<file path="config.mk">
export PLATFORM = sky130hd
export DESIGN_NAME = vx_tcu_sequencer_flat
export DESIGN_NICKNAME = d
export VERILOG_FILES = /design/src/rtl/vx_tcu_sequencer_if.sv /design/src/rtl/vx_tcu_sequencer.sv /design/src/flat_wrapper.sv
export SDC_FILE = /design/constraint.sdc
export NUM_CORES = 1
export LEC_CHECK = 0
export ABC_AREA = 1
export CAP_MARGIN = 30
export CELL_PAD_IN_SITES_DETAIL_PLACEMENT = 0
export CELL_PAD_IN_SITES_GLOBAL_PLACEMENT = 1
export CORE_MARGIN = 10
export CORE_UTILIZATION = 38
export CTS_CLUSTER_DIAMETER = 150
export DETAILED_ROUTE_END_ITERATION = 12
export PLACE_DENSITY = 0.8
export SETUP_SLACK_MARGIN = 0.2
export SYNTH_ARGS = -nofsm -noshare
export SYNTH_HDL_FRONTEND = slang
export SYNTH_SLANG_ARGS = --single-unit
</file>
<file path="constraint.sdc">
create_clock -name clk -period 6.5 [get_ports clk]
set_input_delay 0.975 -clock clk [delete_from_list [all_inputs] [get_ports clk]]
set_output_delay 0.975 -clock clk [all_outputs]
set_load 0.05 [all_outputs]
</file>
<file path="src/rtl/vx_tcu_sequencer_if.sv">
`timescale 1ns/1ps
// Signal bundle between the TCU sequencer (master) and the dispatch slot, LSU,
// tensor unit and commit stage around it (slave).
interface vx_tcu_sequencer_if #(
    parameter int TILE_WORDS = 4,
    parameter int WID_W      = 2
);
    localparam int IDX_W = (TILE_WORDS > 1) ? $clog2(TILE_WORDS) : 1;

    logic             req_valid;
    logic             req_ready;
    logic [WID_W-1:0] req_wid;
    logic [31:0]      req_addr_a;
    logic [31:0]      req_addr_b;
    logic [31:0]      req_addr_c;

    logic             lsu_req_valid;
    logic             lsu_req_ready;
    logic             lsu_req_rw;
    logic [31:0]      lsu_req_addr;
    logic [31:0]      lsu_req_data;
    logic             lsu_rsp_valid;
    logic [31:0]      lsu_rsp_data;

    logic             tu_in_valid;
    logic [31:0]      tu_in_a;
    logic [31:0]      tu_in_b;
    logic             tu_exec_start;
    logic             tu_exec_done;
    logic [IDX_W-1:0] tu_out_idx;
    logic [31:0]      tu_out_data;

    logic             cmt_valid;
    logic             cmt_ready;
    logic [WID_W-1:0] cmt_wid;
    logic             busy;

    modport master (
        input  req_valid, req_wid, req_addr_a, req_addr_b, req_addr_c,
               lsu_req_ready, lsu_rsp_valid, lsu_rsp_data,
               tu_exec_done, tu_out_data, cmt_ready,
        output req_ready, lsu_req_valid, lsu_req_rw, lsu_req_addr, lsu_req_data,
               tu_in_valid, tu_in_a, tu_in_b, tu_exec_start, tu_out_idx,
               cmt_valid, cmt_wid, busy
    );

    modport slave (
        output req_valid, req_wid, req_addr_a, req_addr_b, req_addr_c,
               lsu_req_ready, lsu_rsp_valid, lsu_rsp_data,
               tu_exec_done, tu_out_data, cmt_ready,
        input  req_ready, lsu_req_valid, lsu_req_rw, lsu_req_addr, lsu_req_data,
               tu_in_valid, tu_in_a, tu_in_b, tu_exec_start, tu_out_idx,
               cmt_valid, cmt_wid, busy
    );
endinterface

</file>
<file path="src/rtl/vx_tcu_sequencer.sv">
`timescale 1ns/1ps
// Single-instruction tile-MMA sequencer: loads A/B through the LSU, feeds the tensor
// unit, runs it, stores C back and commits the issuing warp.
module vx_tcu_sequencer #(
    parameter int TILE_WORDS = 4,
    parameter int WID_W      = 2
) (
    input  logic               clk,
    input  logic               reset,
    vx_tcu_sequencer_if.master bus
);
    localparam int IDX_W = (TILE_WORDS > 1) ? $clog2(TILE_WORDS) : 1;
    localparam int K_W   = $clog2(2 * TILE_WORDS);

    localparam logic [K_W-1:0] K_A_LAST  = K_W'(TILE_WORDS - 1);
    localparam logic [K_W-1:0] K_B_FIRST = K_W'(TILE_WORDS);
    localparam logic [K_W-1:0] K_B_LAST  = K_W'(2 * TILE_WORDS - 1);
    localparam logic [K_W-1:0] K_ONE     = K_W'(1);

    typedef enum logic [2:0] {
        S_IDLE,
        S_LOAD,
        S_FEED,
        S_EXEC,
        S_STORE,
        S_COMMIT
    } state_e;

    state_e           state_q;
    logic [K_W-1:0]   k_q;
    logic             pend_q;
    logic             start_q;
    logic [WID_W-1:0] wid_q;
    logic [31:0]      addr_a_q;
    logic [31:0]      addr_b_q;
    logic [31:0]      addr_c_q;
    logic [31:0]      a_buf_q [TILE_WORDS];
    logic [31:0]      b_buf_q [TILE_WORDS];

    logic             in_b;
    logic [K_W-1:0]   k_d;
    logic [IDX_W-1:0] a_idx;
    logic [IDX_W-1:0] b_idx;
    logic [31:0]      base_sel;
    logic [K_W-1:0]   word_sel;

    assign in_b  = (k_q >= K_B_FIRST);
    assign k_d   = k_q + K_ONE;
    assign a_idx = IDX_W'(k_q);
    assign b_idx = IDX_W'(k_q - K_B_FIRST);

    always_comb begin
        // NOTE: every signal driven here gets a default first, so no case path infers a latch.
        base_sel           = '0;
        word_sel           = '0;
        bus.req_ready      = reset && (state_q == S_IDLE);
        bus.lsu_req_valid  = 1'b0;
        bus.lsu_req_rw     = 1'b0;
        bus.lsu_req_data   = '0;
        bus.tu_in_valid    = 1'b0;
        bus.tu_in_a        = '0;
        bus.tu_in_b        = '0;
        bus.tu_exec_start  = start_q;
        bus.tu_out_idx     = '0;
        bus.cmt_valid      = 1'b0;
        bus.cmt_wid        = '0;
        bus.busy           = (state_q != S_IDLE);
        case (state_q)
            S_LOAD: begin
                bus.lsu_req_valid = !pend_q;
                base_sel          = in_b ? addr_b_q : addr_a_q;
                word_sel          = in_b ? (k_q - K_B_FIRST) : k_q;
            end
            S_FEED: begin
                bus.tu_in_valid = 1'b1;
                bus.tu_in_a     = a_buf_q[a_idx];
                bus.tu_in_b     = b_buf_q[a_idx];
            end
            S_STORE: begin
                bus.lsu_req_valid = !pend_q;
                bus.lsu_req_rw    = 1'b1;
                bus.tu_out_idx    = a_idx;
                bus.lsu_req_data  = bus.tu_out_data;
                base_sel          = addr_c_q;
                word_sel          = k_q;
            end
            S_COMMIT: begin
                bus.cmt_valid = 1'b1;
                bus.cmt_wid   = wid_q;
            end
            default: ;
        endcase
        // Outside LOAD/STORE both terms are zero, so the address bus idles at 0.
        bus.lsu_req_addr = base_sel + (32'(word_sel) << 2);
    end

    always_ff @(posedge clk) begin
        if (!reset) begin
            state_q  <= S_IDLE;
            k_q      <= '0;
            pend_q   <= 1'b0;
            start_q  <= 1'b0;
            wid_q    <= '0;
            addr_a_q <= '0;
            addr_b_q <= '0;
            addr_c_q <= '0;
            // NOTE: the operand buffers are only a few words and must read as zero after reset, so they are cleared like any other register.
            for (int i = 0; i < TILE_WORDS; i++) begin
                a_buf_q[i] <= '0;
                b_buf_q[i] <= '0;
            end
        end else begin
            start_q <= 1'b0;
            case (state_q)
                S_IDLE: begin
                    if (bus.req_valid) begin
                        wid_q    <= bus.req_wid;
                        addr_a_q <= bus.req_addr_a;
                        addr_b_q <= bus.req_addr_b;
                        addr_c_q <= bus.req_addr_c;
                        k_q      <= '0;
                        pend_q   <= 1'b0;
                        state_q  <= S_LOAD;
                    end
                end
                S_LOAD: begin
                    if (!pend_q) begin
                        if (bus.lsu_req_ready) pend_q <= 1'b1;
                    end else if (bus.lsu_rsp_valid) begin
                        if (in_b) b_buf_q[b_idx] <= bus.lsu_rsp_data;
                        else      a_buf_q[a_idx] <= bus.lsu_rsp_data;
                        pend_q <= 1'b0;
                        if (k_q == K_B_LAST) begin
                            k_q     <= '0;
                            state_q <= S_FEED;
                        end else begin
                            k_q <= k_d;
                        end
                    end
                end
                S_FEED: begin
                    if (k_q == K_A_LAST) begin
                        k_q     <= '0;
                        start_q <= 1'b1;
                        state_q <= S_EXEC;
                    end else begin
                        k_q <= k_d;
                    end
                end
                S_EXEC: begin
                    // A done seen in the start cycle belongs to no execution of ours.
                    if (!start_q && bus.tu_exec_done) begin
                        k_q     <= '0;
                        state_q <= S_STORE;
                    end
                end
                S_STORE: begin
                    if (!pend_q) begin
                        if (bus.lsu_req_ready) pend_q <= 1'b1;
                    end else if (bus.lsu_rsp_valid) begin
                        pend_q <= 1'b0;
                        if (k_q == K_A_LAST) begin
                            k_q     <= '0;
                            state_q <= S_COMMIT;
                        end else begin
                            k_q <= k_d;
                        end
                    end
                end
                S_COMMIT: begin
                    if (bus.cmt_ready) state_q <= S_IDLE;
                end
                default: state_q <= S_IDLE;
            endcase
        end
    end
endmodule

</file>
<file path="src/flat_wrapper.sv">
// flat-port wrapper written by rule: the top's interface ports become plain ports
module vx_tcu_sequencer_flat 
#(
    parameter int TILE_WORDS = 4,
    parameter int WID_W      = 2
)
  (clk, reset, bus_req_valid, bus_req_wid, bus_req_addr_a, bus_req_addr_b, bus_req_addr_c, bus_lsu_req_ready, bus_lsu_rsp_valid, bus_lsu_rsp_data, bus_tu_exec_done, bus_tu_out_data, bus_cmt_ready, bus_req_ready, bus_lsu_req_valid, bus_lsu_req_rw, bus_lsu_req_addr, bus_lsu_req_data, bus_tu_in_valid, bus_tu_in_a, bus_tu_in_b, bus_tu_exec_start, bus_tu_out_idx, bus_cmt_valid, bus_cmt_wid, bus_busy);
  vx_tcu_sequencer_if #(.TILE_WORDS(TILE_WORDS), .WID_W(WID_W)) bus_i ();
  input  logic clk;
  input  logic reset;
  input wire logic [$bits(bus_i.req_valid)-1:0] bus_req_valid;
  input wire logic [$bits(bus_i.req_wid)-1:0] bus_req_wid;
  input wire logic [$bits(bus_i.req_addr_a)-1:0] bus_req_addr_a;
  input wire logic [$bits(bus_i.req_addr_b)-1:0] bus_req_addr_b;
  input wire logic [$bits(bus_i.req_addr_c)-1:0] bus_req_addr_c;
  input wire logic [$bits(bus_i.lsu_req_ready)-1:0] bus_lsu_req_ready;
  input wire logic [$bits(bus_i.lsu_rsp_valid)-1:0] bus_lsu_rsp_valid;
  input wire logic [$bits(bus_i.lsu_rsp_data)-1:0] bus_lsu_rsp_data;
  input wire logic [$bits(bus_i.tu_exec_done)-1:0] bus_tu_exec_done;
  input wire logic [$bits(bus_i.tu_out_data)-1:0] bus_tu_out_data;
  input wire logic [$bits(bus_i.cmt_ready)-1:0] bus_cmt_ready;
  output wire logic [$bits(bus_i.req_ready)-1:0] bus_req_ready;
  output wire logic [$bits(bus_i.lsu_req_valid)-1:0] bus_lsu_req_valid;
  output wire logic [$bits(bus_i.lsu_req_rw)-1:0] bus_lsu_req_rw;
  output wire logic [$bits(bus_i.lsu_req_addr)-1:0] bus_lsu_req_addr;
  output wire logic [$bits(bus_i.lsu_req_data)-1:0] bus_lsu_req_data;
  output wire logic [$bits(bus_i.tu_in_valid)-1:0] bus_tu_in_valid;
  output wire logic [$bits(bus_i.tu_in_a)-1:0] bus_tu_in_a;
  output wire logic [$bits(bus_i.tu_in_b)-1:0] bus_tu_in_b;
  output wire logic [$bits(bus_i.tu_exec_start)-1:0] bus_tu_exec_start;
  output wire logic [$bits(bus_i.tu_out_idx)-1:0] bus_tu_out_idx;
  output wire logic [$bits(bus_i.cmt_valid)-1:0] bus_cmt_valid;
  output wire logic [$bits(bus_i.cmt_wid)-1:0] bus_cmt_wid;
  output wire logic [$bits(bus_i.busy)-1:0] bus_busy;
  assign bus_i.req_valid = bus_req_valid;
  assign bus_i.req_wid = bus_req_wid;
  assign bus_i.req_addr_a = bus_req_addr_a;
  assign bus_i.req_addr_b = bus_req_addr_b;
  assign bus_i.req_addr_c = bus_req_addr_c;
  assign bus_i.lsu_req_ready = bus_lsu_req_ready;
  assign bus_i.lsu_rsp_valid = bus_lsu_rsp_valid;
  assign bus_i.lsu_rsp_data = bus_lsu_rsp_data;
  assign bus_i.tu_exec_done = bus_tu_exec_done;
  assign bus_i.tu_out_data = bus_tu_out_data;
  assign bus_i.cmt_ready = bus_cmt_ready;
  assign bus_req_ready = bus_i.req_ready;
  assign bus_lsu_req_valid = bus_i.lsu_req_valid;
  assign bus_lsu_req_rw = bus_i.lsu_req_rw;
  assign bus_lsu_req_addr = bus_i.lsu_req_addr;
  assign bus_lsu_req_data = bus_i.lsu_req_data;
  assign bus_tu_in_valid = bus_i.tu_in_valid;
  assign bus_tu_in_a = bus_i.tu_in_a;
  assign bus_tu_in_b = bus_i.tu_in_b;
  assign bus_tu_exec_start = bus_i.tu_exec_start;
  assign bus_tu_out_idx = bus_i.tu_out_idx;
  assign bus_cmt_valid = bus_i.cmt_valid;
  assign bus_cmt_wid = bus_i.cmt_wid;
  assign bus_busy = bus_i.busy;
  vx_tcu_sequencer #(.TILE_WORDS(TILE_WORDS), .WID_W(WID_W)) u_core (.clk(clk), .reset(reset), .bus(bus_i));
endmodule
</file>
==> impl_metrics.json <==
{
  "r2r-start": "u_core.state_q[2]$_SDFFE_PN0P_",
  "fin_crit_sh_pct": 80.7,
  "whs_ns": 0.450,
  "p_leak_nw": 8.52,
  "place_area_mm2": 0.0206,
  "top_layer_used": "met5",
  "drc_errors": 0,
  "fmax_ghz": 0.191,
  "r2r_setup_slack_ns": 2.73,
  "dpl.hpwl_mm": 36.3,
  "ys_warn_count": 0,
  "cts.sink_count": 364,
  "dr_wl_met3_mm": 4.20,
  "synth_common_cells": "nor2_1 (686), edfxtp_1 (256), o21ai_0 (248), nand2_1 (243), inv_1 (123)",
  "overflow": 0,
  "tns_ns": 0,
  "whs_path_depth": 2,
  "ctsResizeCount": 0,
  "met2_length_mm": 27.4,
  "gp_congestion": 0.957,
  "crit_arrival_ns": 4.27,
  "syn-instance-count": 2051,
  "synth_edf_count": 256,
  "fill_cells": 4230,
  "dieWidth_um": 232,
  "r2r_cells": 12,
  "design_area_mm2": 0.0219,
  "r2r-end": "u_core.b_buf_q[1][6]$_SDFFCE_PN0P_",
  "grt_pass1_wl_mm": 83.9,
  "wl_per_cell_um": 19.0,
  "start_kind": "flip-flop",
  "syn2layout_area_growth_pct": 28.1,
  "vdd_ir_drop_max_mv": 0.180,
  "tightest_slew_ns": 0.942,
  "cts_setup_buffers": 0,
  "syn_nets": 2228,
  "crit_path_max_fanout": 29,
  "ys_ff_latch": 364,
  "grt_pass1_vias": 14500,
  "drtIter0Drc": 1370,
  "p_per_area_mw_per_mm2": 332,
  "synth_async_sr_flop_share_pct": 0,
  "hp-start": "u_core.addr_a_q[26]$_SDFFE_PN0P_",
  "antenna_found_initial": 8,
  "hold_viol": 0,
  "avgViaCountPerCell": 5.06,
  "maxSlewViolCount": 0,
  "cts_hold_buffers": 0,
  "finalSetupViolCount": 0,
  "die_h_um": 232,
  "root_buffer": "clkbuf_16",
  "finalNetCount": 2475,
  "cts_buffer_depth": 3,
  "maxSlewHeadroom_pct": 37.0,
  "worst_slack_ns": 1.25,
  "routed_wl_mm": 55.5,
  "end_kind": "primary output",
  "pre_cts_ws_ns": 1.89,
  "num_rows": 77,
  "rsz0062_at_grt": "no",
  "clk_latency_ns": 0.57,
  "syn_avg_cell_area_um2": 8.35,
  "synth.top_cells.by_area": "edfxtp_1 (45%), nor2_1 (15%), dfxtp_1 (13%)",
  "portBuffers": 307,
  "yosysTopAreaCell": "edfxtp_1",
  "status": "finished clean",
  "floorplan.initialDensity_pct": 38.6,
  "dr_total_vias": 14800,
  "utilization_pct": 49.4,
  "die_area_mm2": 0.0540,
  "h-tree-depth": 2,
  "cts_tree": "built",
  "synth-main-ff-cell": "edfxtp_1",
  "synth_most_common_cell": "nor2_1",
  "critPathLaunch": "u_core.state_q[2]$_SDFFE_PN0P_",
  "skew_ns": 0.0286,
  "drtPass1Iterations": 5,
  "cts_buffers": 41,
  "drive_gt1_share_pct": 5.49,
  "required_ns": 5.52,
  "drv_cap": 0,
  "ys_types": 33,
  "path_class": "flip-flop to primary output",
  "hold_class": "flip-flop to flip-flop",
  "core_mm2": 0.0444,
  "grt_max_degree": 78,
  "ant_nets": 0,
  "synth_top_area_share_pct": 44.9,
  "track_usage_pct": 19.8,
  "seq_area_frac_synth_pct": 57.5,
  "wl_met1_mm": 22.6,
  "hold_end": "u_core.addr_a_q[26]$_SDFFE_PN0P_",
  "period_needed_ns": 5.25,
  "pin_count": 308,
  "syn_area_mm2": 0.0171,
  "clk_pin_slew_ns": 0.06
}
power breakdown:
part	switching (W)	internal [W]
Clock	0.000927	0.00126
Combinational	0.00158	0.000658
Sequential	0.000154	0.00271
Total	0.00267	0.00462
cell usage in the layout, fill, tap and decap left out, types with 2 or more instances in the layout:
| cell | count |
|---|---|
| xor2_1 | 9 |
| nand2_2 | 16 |
| nand3_1 | 15 |
| dfxtp_1 | 106 |
| clkinv_2 | 4 |
| edfxtp_1 | 256 |
| nor3_1 | 66 |
| diode_2 | 3 |
| clkbuf_16 | 42 |
| buf_4 | 26 |
| nor2_4 | 2 |
| inv_2 | 8 |
| o221ai_1 | 6 |
| clkbuf_1 | 16 |
| a21oi_1 | 97 |
| clkbuf_8 | 2 |
| o21ai_0 | 244 |
| nand2_1 | 239 |
| nor2_1 | 685 |
| nand4_1 | 2 |
| inv_1 | 118 |
| nand3b_1 | 9 |
| ha_1 | 7 |
| nor2_2 | 12 |
| xnor2_1 | 7 |
| or2_2 | 2 |
| clkinv_1 | 8 |
| clkdlybuf4s50_1 | 306 |
| o21ai_4 | 4 |
critical path, stage by stage, from the launching register on:
cell and delay [ns]:
dfxtp_1 0.51, nor2_2 0.07, buf_4 0.23, nand2_1 0.14, inv_1 0.11, nand2_1 0.09
o221ai_1 0.14, ha_1 0.41, nand3_1 0.09, nand2_1 0.22, nand3_2 0.18, nor2_1 0.32
nand3_1 0.14, xnor2_1 0.20, clkdlybuf4s50_1 0.84
sequential cells by signal (all words and copies together), names as in the netlist, named ones only:
register and cells:
u_core.addr_a_q 32, u_core.k_q 3, u_core.pend_q 1, u_core.state_q 3
u_core.addr_c_q 32, u_core.wid_q 2, u_core.bus.tu_exec_start 1, u_core.addr_b_q 32
u_core.b_buf_q 128, u_core.a_buf_q 128
how the worst max path moves through the flow:
stage | cells after the start | to | slack, ns
after floorplan | 6 | bus_tu_in_a[12] | 2.45
after global placement | 15 | bus_lsu_req_addr[18] | 1.96
after detailed placement | 14 | bus_lsu_req_addr[17] | 1.89
after CTS | 14 | bus_lsu_req_addr[17] | 1.26
after global routing | 15 | bus_lsu_req_addr[17] | 0.95
final | 14 | bus_lsu_req_addr[17] | 1.25
area by class of cell:
class	count	area [µm²]	share of cell area (%)
Clock inverter	15	121	0.553
Timing Repair Buffer	334	3290	15.0
Antenna cell	3	7.51	0.0342
Multi-Input combinational cell	1430	6300	28.7
Tap cell	592	741	3.38
Sequential cell	364	9850	44.9
Inverter	127	478	2.18
Clock buffer	60	1140	5.19
stage by stage:
stage,total power (W),cells
detailed placement,0.00515,2846
global placement,0.00513,2846
global route,0.00765,2923
CTS,0.00734,2921
floorplan,0.00436,2051
finish,0.00729,2925
kinds of logic after synthesis:
group | count (synthesis) | share of synthesized area, %
AOI/OAI and AO/OA | 356 | 10.6
and+or+nand+nor | 1050 | 24.4
xor gates and xnor gates | 16 | 0.818
adders and majority gates | 8 | 0.628
buffers and inverters | 257 | 6.06
DFF | 364 | 57.5
per-layer routing:
layer	up-vias	global-route usage [%]
met1	7051	23.7
li1	7193	-
met2	476	33.9
met3	84	5.55
met4	10	5.96
met5	-	0
No activity file was read; power rests on OpenSTA's default activity.
